**config.mk**
```make
export PLATFORM = sky130hd
export DESIGN_NAME = param_updown_counter
export DESIGN_NICKNAME = d
export VERILOG_FILES = /design/src/rtl/param_updown_counter.sv
export SDC_FILE = /design/constraint.sdc
export NUM_CORES = 1
export LEC_CHECK = 0
export ABC_CLOCK_PERIOD_IN_PS = 2500
export BUFFER_PORTS_ARGS = -buffer_cell sky130_fd_sc_hd__buf_2
export CAP_MARGIN = 20
export CORE_AREA = 2 2 39 41
export DETAILED_ROUTE_END_ITERATION = 6
export DIE_AREA = 0 0 41 43
export SLEW_MARGIN = 30
export SYNTH_ARGS = -nofsm -noshare
export SYNTH_HDL_FRONTEND = slang
export SYNTH_SLANG_ARGS = --single-unit
```
**constraint.sdc**
```tcl
create_clock -name clk -period 2.5 [get_ports clk]
set_clock_uncertainty 0.2 [all_clocks]
set_input_delay 0.375 -clock clk [delete_from_list [all_inputs] [get_ports clk]]
set_output_delay 0.375 -clock clk [all_outputs]
set_load 0.05 [all_outputs]
```
**src/rtl/param_updown_counter.sv**
```systemverilog
// Parametrised up/down counter with load, wrap/saturate modes,
// terminal count and registered overflow/underflow pulses.
module param_updown_counter #(
  parameter int WIDTH     = 4,
  parameter int MOD_VALUE = 16
) (
  input  logic             clk,
  input  logic             rst,
  input  logic             en,
  input  logic             load,
  input  logic [WIDTH-1:0] data_in,
  input  logic             up_dn,
  input  logic             sat_mode,
  output logic [WIDTH-1:0] data_out,
  output logic             tc,
  output logic             ovf,
  output logic             unf
);

  if (MOD_VALUE < 2 || MOD_VALUE > (2 ** WIDTH)) begin : g_bad_mod
    $error("param_updown_counter: MOD_VALUE out of range");
  end

  localparam logic [WIDTH-1:0] MAX = WIDTH'(MOD_VALUE - 1);

  logic             at_max;
  logic             at_min;
  logic [WIDTH-1:0] cnt_nxt;
  logic             ovf_nxt;
  logic             unf_nxt;

  assign at_max = (data_out == MAX);
  assign at_min = (data_out == '0);
  assign tc     = (up_dn & at_max) | (~up_dn & at_min);

  // +1/-1 only applied away from the limits, so no value exceeds MAX
  always_comb begin
    cnt_nxt = data_out;
    ovf_nxt = 1'b0;
    unf_nxt = 1'b0;
    unique case (1'b1)
      load: begin
        cnt_nxt = (data_in > MAX) ? MAX : data_in;
      end
      (!load && en && up_dn): begin
        if (at_max) begin
          ovf_nxt = 1'b1;
          cnt_nxt = sat_mode ? MAX : '0;
        end else begin
          cnt_nxt = data_out + 1'b1;
        end
      end
      (!load && en && !up_dn): begin
        if (at_min) begin
          unf_nxt = 1'b1;
          cnt_nxt = sat_mode ? '0 : MAX;
        end else begin
          cnt_nxt = data_out - 1'b1;
        end
      end
      default: begin
        cnt_nxt = data_out;
      end
    endcase
  end

  always_ff @(posedge clk or negedge rst) begin
    if (!rst) begin
      data_out <= '0;
      ovf      <= 1'b0;
      unf      <= 1'b0;
    end else begin
      data_out <= cnt_nxt;
      ovf      <= ovf_nxt;
      unf      <= unf_nxt;
    end
  end

endmodule

```
==> results of run 1 <==
## logic make-up (layout without fill, tap and decap cells)
kind of cell | count (synthesis) | count (layout) | synth area share (%)
simple gates | 21 | 21 | 22.3
mux | 3 | 3 | 7.04
compound gates | 22 | 22 | 28.2
fa+ha+maj | 2 | 2 | 4.85
xor+xnor | 1 | 1 | 1.70
buf+inv | 7 | 23 | 6.79
flops | 6 | 6 | 29.1
## through the flow
stage	total power, W	area [sq um]	utilization [%]	setup slack [ns]	std cells
2_1_floorplan	0.000230	519	-	0.0825	62
3_3_place_gp	0.000261	596	43.0	0.375	90
3_5_place_dp	0.000261	596	43.0	0.333	90
4_1_cts	0.000361	628	45.4	0.0635	94
5_1_grt	0.000389	634	45.8	0.0230	94
6_report	0.000363	634	45.8	0.136	94
## sequential cells by signal, indices dropped and copies added (netlist names)
register	count
unf	1
ovf	1
data_out	4
## synth_stat cells (all sizes together), types with 2 or more instances
master,number,area share [%]
a21oi,6,5.8
a22oi,2,2.9
buf,3,3.9
dfrtp,6,29
ha,2,4.9
inv,3,2.2
mux2,2,5.1
nand2,3,2.2
nor2,7,5.1
nor3,4,3.9
o211ai,2,3.9
o21ai,5,4.9
## tightest hold or removal path: cells and delay by family
| family | cells | cell delay [ns] |
|---|---|---|
| AO/OA/AOI/OAI | 2 | 0.14 |
| buffers and inverters | 1 | 0.08 |
## what timing repair did
item,in CTS,in global routing
gates resized for setup,0,3
endpoints found under the setup margin,0,1
endpoints found under the hold margin,6,0
hold buffers,1,0
## layer usage
metal  vias up  share of wire (%)
met5         -                  0
met4         0                1.1
met3         2                3.6
met2        12                 50
met1       242                 45
li1        267                  -
## how the worst max path moves through the flow
stage	slack [ns]	cells after the start	startpoint	endpoint
4_1_cts	0.06	5	data_out[0]$_DFFE_PN0P_	tc
6_report	0.14	5	data_out[0]$_DFFE_PN0P_	tc
3_3_place_gp	0.37	5	data_out[0]$_DFFE_PN0P_	tc
3_5_place_dp	0.33	5	data_out[0]$_DFFE_PN0P_	tc
5_1_grt	0.02	5	data_out[0]$_DFFE_PN0P_	tc
2_1_floorplan	0.08	4	data_out[0]$_DFFE_PN0P_	tc
## cell type report
type	count	area [sq um]	share of cell area, %
Sequential cell	6	151	23.9
Multi-Input combinational cell	49	337	53.1
Timing Repair Buffer	17	92.6	14.6
Tap cell	16	20.0	3.16
Clock buffer	3	22.5	3.55
Inverter	3	11.3	1.78
## power by group
part	internal, W	switching (W)	leakage, nW
Sequential	0.000106	0.0000202	0.0744
Clock	0.0000550	0.0000453	0.0138
Combinational	0.0000527	0.0000837	0.214
Total	0.000213	0.000149	0.302
==> results.ini, run 1 <==
[routing]
viasPerCell = 5.56
drtPass1Iterations = 4
num_vias = 523
drt_drc_violations_left = 0
wl_per_cell_um = 13.6
detail-route-antenna-nets = 0
dr.first_iter.drc_count = 7
drt-total-wl_um = 1280

[power]
power_density_mw_per_mm2 = 572
ir_drop_v = 0.000274
p_leak_nw = 0.302

[clock_network]
clock_sinks = 6
cts_tree = done
cts_buffers = 3
clk_path_buf_depth = 2
post_cts_buffers = 0
cts_max_level = 1
insertion_delay_ns = 0.26
root_buffer = clkbuf_4
clk_pin_slew_ns = 0.06

[critical_path]
startpoint_type = flop
cpPeakStageDelay_ns = 0.45
crit_type = flop to output port
critPathSlowestCell = dfrtp_2
critPathArrivalTime_ns = 1.79
r2r-end = data_out[0]$_DFFE_PN0P_
critPathBufInv = 2
crit_family = flip-flops
critPathMaxFanout = 9
timing.rr.start = data_out[0]$_DFFE_PN0P_
path_cells = inv_1 -> ha_2 -> or3b_4 -> o21ai_2 -> clkbuf_4
endpoint_kind = output port
required_ns = 1.92
rrSetupSlack_ns = 0.46
r2r.worst_path.cells = 6

[synthesis]
yosysUniqueCellTypes = 33
yosysWarnings = 0
synth_flop_cell = dfrtp_1
synth-seq-cells = 6
mappedNetlistArea_sq_um = 515
synthCells = 62
synth-edff-count = 0
async_reset_ff_share_pct = 100
ys_seq_area_share_pct = 29.1
syn-num-nets = 74
synth_area_per_cell_sq_um = 8.31

[worst_hold_path]
min_to = data_out[2]$_DFFE_PN0P_
worst_hold_path.num_cells = 3
min_path_type = input port to flop
hold_start = data_in[2]

[run_status]
outcome = finished clean

[global_route]
met2_usage_pct = 27.8
first_global_vias = 479
grtUsageMet1_pct = 24.8
grt_max_degree = 15
grt_remaining_overflow = 0
antenna_found_initial = 0
grt_most_used_layer = met2
grtUsageMet3_pct = 3.14
grt_pass1_wl_um = 2190
gr-usage-all-layers_pct = 18.2

[floorplanning]
die-area_sq_mm = 0.00176
fp.coreArea_sq_mm = 0.00138
start_util_pct = 37.3
io-pin-count = 17
die_y_um = 43
fp.dieW_um = 41
rows = 14

[placed_design]
gp_congestion = 0.794
port_buffers = 16
hpwl_um = 948

[sta]
rsz0062_at_grt = false
max_freq_mhz = 423
setup_viol = 0
min_period_over_period_pct = 94.6
fin_hold_ws_ns = 0.170
hold_violations = 0
drv_slew = 0
slew_headroom_pct = 72.4
tightestPinTransition_ns = 0.403
fin_crit_ns = 2.36
tns_ns = 0

[layout]
final_nets = 92
mostFrequentLayoutCell = buf_2
drive_above_1_share_pct = 34.6
fill_cells = 146
area_growth_pct = 23.1
layout_common_cells = buf_2 (15), nor2_1 (7), a21oi_1 (6)
diodes = 0

[flow_run]
cap_viol_max_count = 0

Note: power is estimated with default switching activity, not from simulation.
==> run 2, diff against run 1 <==
ABC_AREA = 1   (was unset)
==> run 2 against run 1 <==
Area after synthesis shrank 4.6%. Clock power decreased by 11%. Critical endpoint unchanged. Critical path type unchanged. Largest cell class unchanged. Fmax rose by 14%.
==> results.ini, run 2 <==
[placed_design]
hpwl_um = 970
place_inst = 109
placed_area_sq_um = 584
gp_congestion = 0.830
port_buffers = 16
pre_cts_slack_ns = 0.695

[clock_network]
post_cts_buffers = 0
cts_max_level = 1
clk_path_buf_depth = 2
clock_sinks = 6
cts_buffers = 3
ctsResizeCount = 0
cts_hold_buf = 1
root_buffer = clkbuf_4
cts_tree = done
clk_pin_slew_ns = 0.04
insertion_delay_ns = 0.25

[power]
ir_drop_v = 0.000268
power_density_mw_per_mm2 = 587
p_leak_nw = 0.355

[global_route]
grt_max_degree = 11
antenna_found_initial = 0
grt_pass1_wl_um = 1970
first_global_vias = 460
grt_remaining_overflow = 0
gr-usage-all-layers_pct = 17.0

[synthesis]
yosysWarnings = 0
yosysMostFrequentCell = nand2_1
async_reset_ff_share_pct = 100
synth_flop_cell = dfrtp_1
syn-num-nets = 90
yosys.area.top_type_share_pct = 30.5
synth-compound-area-share_pct = 8.91
synthTopCellsByArea = dfrtp_1 (31%), nand2_1 (20%), nand3_1 (7.1%)
synthCells = 78
mappedNetlistArea_sq_um = 492
synth-edff-count = 0
synthMuxAreaShare_pct = 0
yosysUniqueCellTypes = 17
synth_adder_area_share_pct = 5.09
synth-xor-area-share_pct = 0
synthSimpleGateAreaFrac_pct = 44.0
yosysTopAreaCell = dfrtp_1
ys_seq_area_share_pct = 30.5
synth_common_cells = nand2_1 (26), nor2_1 (9), inv_1 (8)
synth-seq-cells = 6
synth_top_family_by_area = simple AND/OR/NAND/NOR gates
synth_area_per_cell_sq_um = 6.30

[critical_path]
startpoint_type = flop
critPathArrivalTime_ns = 1.50
r2r.worst_path.cells = 9
endpoint_kind = output port
critPathMaxFanout = 6
crit_type = flop to output port
required_ns = 1.92

[flow_run]
cap_viol_max_count = 0

[run_status]
outcome = finished clean

[sta]
fin_crit_ns = 2.07
slew_headroom_pct = 76.5
setup_viol = 0
max_freq_mhz = 483
tns_ns = 0
drv_slew = 0
min_period_over_period_pct = 82.9
rsz0062_at_grt = false
hold_violations = 0
tightestPinTransition_ns = 0.352
setup_slack_ns = 0.428

[floorplanning]
die-area_sq_mm = 0.00176
fp.coreArea_sq_mm = 0.00138
rows = 14
die_y_um = 43
fp.dieW_um = 41
io-pin-count = 17
start_util_pct = 35.5

[layout]
mostFrequentLayoutCell = nand2_1
fin_area_sq_um = 617
final_nets = 111
drive_above_1_share_pct = 30.9
layout_common_cells = nand2_1 (26), buf_2 (16), nor2_1 (9)
area_growth_pct = 25.4
fin_cells = 113
reg.largest.list = data_out x4, ovf x1, unf x1
largest_register_ffs = 4
fill_cells = 143
regMostFlops = data_out
diodes = 0

[routing]
viasPerCell = 4.77
num_vias = 539
dr.first_iter.drc_count = 21
drt_drc_violations_left = 0
detail-route-antenna-nets = 0
drt-total-wl_um = 1220
drtPass1Iterations = 4
wl_per_cell_um = 10.8

[worst_hold_path]
min_path_type = input port to flop
worst_hold_path.num_cells = 2

run 2: cell types whose count changed in the layout (fill, tap and decap cells not counted), moves of 2 or more:
cell,previous run,this run
nor2_2,0,3
nor2_1,7,9
nand3_2,0,2
a21oi_1,6,1
nand2_1,3,26
nor3_1,4,1
inv_1,3,8
inv_2,0,4
nand3_1,1,7
run 2: layer usage:
layer / wire length (um) / track usage, % / part of all wire (%) / up-vias
met5: 0 / 0 / 0 / -
met3: 87 / 6.28 / 7.1 / 0
met4: 0 / 6.00 / 0 / 0
met1: 557 / 22.5 / 46 / 238
li1: - / - / - / 281
met2: 577 / 24.7 / 47 / 20
run 2: layout make-up:
cell class / count / area [sq um] / area share [%]
Clock buffer: 3 / 22.5 / 3.65
Inverter: 12 / 45.0 / 7.30
Timing Repair Buffer: 17 / 90.1 / 14.6
Multi-Input combinational cell: 59 / 289 / 46.9
Tap cell: 16 / 20.0 / 3.25
Sequential cell: 6 / 150 / 24.3
run 2: report_power, final:
| group | switching [W] | total (W) | internal (W) | leakage [nW] |
|---|---|---|---|---|
| Combinational | 0.000101 | 0.000146 | 0.0000454 | 0.267 |
| Clock | 0.0000351 | 0.0000894 | 0.0000543 | 0.0138 |
| Sequential | 0.0000197 | 0.000127 | 0.000107 | 0.0747 |
| Total | 0.000155 | 0.000362 | 0.000207 | 0.355 |
run 2: worst max-delay path, stage by stage, from the launching register on:
cell     delay (ns)
dfrtp_1        0.42
inv_1          0.13
ha_1           0.24
a21oi_1        0.10
a21oi_2        0.09
buf_2          0.27
run 2: worst paths after layout:
| kind | from | end | slack (ns) |
|---|---|---|---|
| max in group asynchronous | rst | data_out[0]$_DFFE_PN0P_ | 1.68 |
| hold reg to reg | data_out[1]$_DFFE_PN0P_ | data_out[1]$_DFFE_PN0P_ | 0.45 |
| min in group asynchronous | rst | data_out[2]$_DFFE_PN0P_ | 0.28 |
| hold / removal | up_dn | unf$_DFF_PN0_ | 0.19 |
| setup / recovery | data_out[0]$_DFFE_PN0P_ | tc | 0.43 |
| setup reg to reg | data_out[0]$_DFFE_PN0P_ | data_out[3]$_DFFE_PN0P_ | 0.92 |
run 2: logic make-up (layout without fill, tap and decap cells):
| logic type | count (synthesis) | after routing |
|---|---|---|
| compound gates | 8 | 8 |
| fa+ha+maj | 2 | 2 |
| buf+inv | 13 | 32 |
| flops | 6 | 6 |
| simple gates | 49 | 49 |
run 2: metrics by stage:
stage | utilization (%) | hold slack, ns | power [W]
2_1_floorplan | - | -0.121 | 0.000239
3_3_place_gp | 42.2 | 0.00425 | 0.000272
3_5_place_dp | 42.2 | 0.00596 | 0.000273
4_1_cts | 44.6 | 0.190 | 0.000366
5_1_grt | 44.6 | 0.196 | 0.000396
6_report | 44.6 | 0.193 | 0.000362
==> run 3, diff against run 2 <==
ABC_CLOCK_PERIOD_IN_PS = 1990   (was 2500)
clock period = 1.99 ns   (was 2.5 ns; I/O delays follow)
==> run 3 against run 2 <==
Final cell count stayed put. Register-to-register slack worse by 0.52 ns. Global-route usage is 1.5 points lower. Via count is 0.93% lower. Setup slack worse by 0.38 ns. Sequential cell count stayed put. Combinational power is 34% higher. Design area is 4.3% higher. Non-clock buffer count stayed put. Wire length is 2.8% higher.
==> results.ini, run 3 (synthesized netlist as in run 2, its figures left out) <==
[run_status]
outcome = finished clean

[clock_network]
cts_tree = done
root_buffer = clkbuf_4
cts_buffers = 3
clk_pin_slew_ns = 0.04
post_cts_buffers = 0
clk_path_buf_depth = 2
cts_max_level = 1
insertion_delay_ns = 0.24
clock_sinks = 6

[floorplanning]
fp.coreArea_sq_mm = 0.00138
die_y_um = 43
rows = 14
io-pin-count = 17
start_util_pct = 35.5
fp.dieW_um = 41
die-area_sq_mm = 0.00176

[global_route]
grt_remaining_overflow = 0
antenna_found_initial = 0
grt_max_degree = 11
gr-usage-all-layers_pct = 15.5
grt_pass1_wl_um = 1810
first_global_vias = 457

[layout]
layout_common_cells = nand2_1 (26), buf_2 (15), nor2_1 (9)
fin_cells = 113
final_nets = 111
diodes = 0
reg.largest.list = data_out x4, ovf x1, unf x1
mostFrequentLayoutCell = nand2_1
largest_register_ffs = 4
regMostFlops = data_out
utilization_pct = 46.5
area_growth_pct = 30.8
drive_above_1_share_pct = 35.1

[critical_path]
critPathArrivalTime_ns = 1.44
r2r-end = data_out[0]$_DFFE_PN0P_
critPathSlowestCell = dfrtp_2
timing.rr.start = data_out[0]$_DFFE_PN0P_
startpoint_type = flop
path_cells = inv_1 -> ha_2 -> a21oi_2 -> a21oi_4 -> buf_4
r2r.worst_path.cells = 9
critPathMaxFanout = 6
cpPeakStageDelay_ns = 0.43
rrSetupSlack_ns = 0.40
crit_type = flop to output port
endpoint_kind = output port
required_ns = 1.49

[routing]
dr.first_iter.drc_count = 9
drtPass1Iterations = 4
wl_per_cell_um = 11.1
viasPerCell = 4.73
drt-total-wl_um = 1260
drt_drc_violations_left = 0
detail-route-antenna-nets = 0
num_vias = 534

[worst_hold_path]
min_to = data_out[1]$_DFFE_PN0P_
worst_hold_path.num_cells = 3
hold_start = data_in[1]
min_path_type = input port to flop

[power]
intPower_w = 0.000266
p_seq_share_pct = 35.0
p_sw_w = 0.000201
swShare_pct = 43.1
power_density_mw_per_mm2 = 726
p_leak_nw = 0.354
ir_drop_v = 0.000274
p_clk_share_pct = 23.1
combPwrFrac_pct = 41.9

[sta]
max_freq_mhz = 516
setup_slack_ns = 0.0508
drv_slew = 0
fin_hold_ws_ns = 0.119
fin_crit_ns = 1.94
min_period_over_period_pct = 97.4
setup_viol = 0
tightestPinTransition_ns = 0.422
hold_violations = 0
slew_headroom_pct = 71.9

[placed_design]
gp_congestion = 0.829
pre_cts_slack_ns = 0.219
place_inst = 109
hpwl_um = 990
port_buffers = 16

[flow_run]
cap_viol_max_count = 0

-- run 3: how the worst max path moves through the flow --
| stage | start | to | cells after the start |
|---|---|---|---|
| 2_1_floorplan | data_out[2]$_DFFE_PN0P_ | tc | 3 |
| 3_3_place_gp | data_out[0]$_DFFE_PN0P_ | tc | 5 |
| 3_5_place_dp | data_out[0]$_DFFE_PN0P_ | tc | 5 |
| 4_1_cts | data_out[0]$_DFFE_PN0P_ | tc | 5 |
| 5_1_grt | data_out[0]$_DFFE_PN0P_ | tc | 5 |
| 6_report | data_out[0]$_DFFE_PN0P_ | tc | 5 |
-- run 3: final cells by class --
type / count / area (sq um)
sequential: 6 / 153
timing repair buffer: 17 / 92.6
clock buffer: 3 / 22.5
tap: 16 / 20.0
fill: 147 / 741
multi-input combinational: 59 / 310
inverter: 12 / 45.0
-- run 3: power groups by stage --
| stage | registers [W] | clock network, W | logic, W |
|---|---|---|---|
| final | 0.000164 | 0.000108 | 0.000196 |
| after global routing | 0.000166 | 0.000115 | 0.000217 |
| after CTS | 0.000161 | 0.000114 | 0.000188 |
| after detailed placement | 0.000163 | 0 | 0.000185 |
| after global placement | 0.000162 | 0 | 0.000183 |
| after floorplan | 0.000195 | 0 | 0.000108 |
-- run 3: repair_timing --
| item | CTS | global route |
|---|---|---|
| endpoints found under the setup margin | 1 | 1 |
| resized for setup | 1 | 3 |
| hold endpoints to repair | 6 | 0 |
| hold buffers | 1 | 0 |
-- run 3: routing by layer --
| metal | vias up | track usage, % | share of wire, % | wire length, um |
|---|---|---|---|---|
| met3 | 0 | 0 | 2.5 | 32 |
| met2 | 8 | 22.5 | 52 | 656 |
| met4 | 0 | 12.0 | 0 | 0 |
| li1 | 283 | - | - | - |
| met1 | 243 | 20.8 | 45 | 566 |
| met5 | - | 0 | 0 | 0 |
-- run 3: per-stage QoR --
stage	cell area [sq um]	power [W]	TNS (ns)
global placement	594	0.000346	0
detailed placement	594	0.000348	0
global route	643	0.000498	-0.0188
floorplan	505	0.000303	0
finish	643	0.000467	0
CTS	629	0.000463	0
-- run 3: worst max-delay path: cells and delay by family, from the launching register on --
family          cells  cell delay [ns]
flops               1             0.43
buf+inv             2             0.33
fa+ha+maj           1             0.25
compound gates      2             0.19
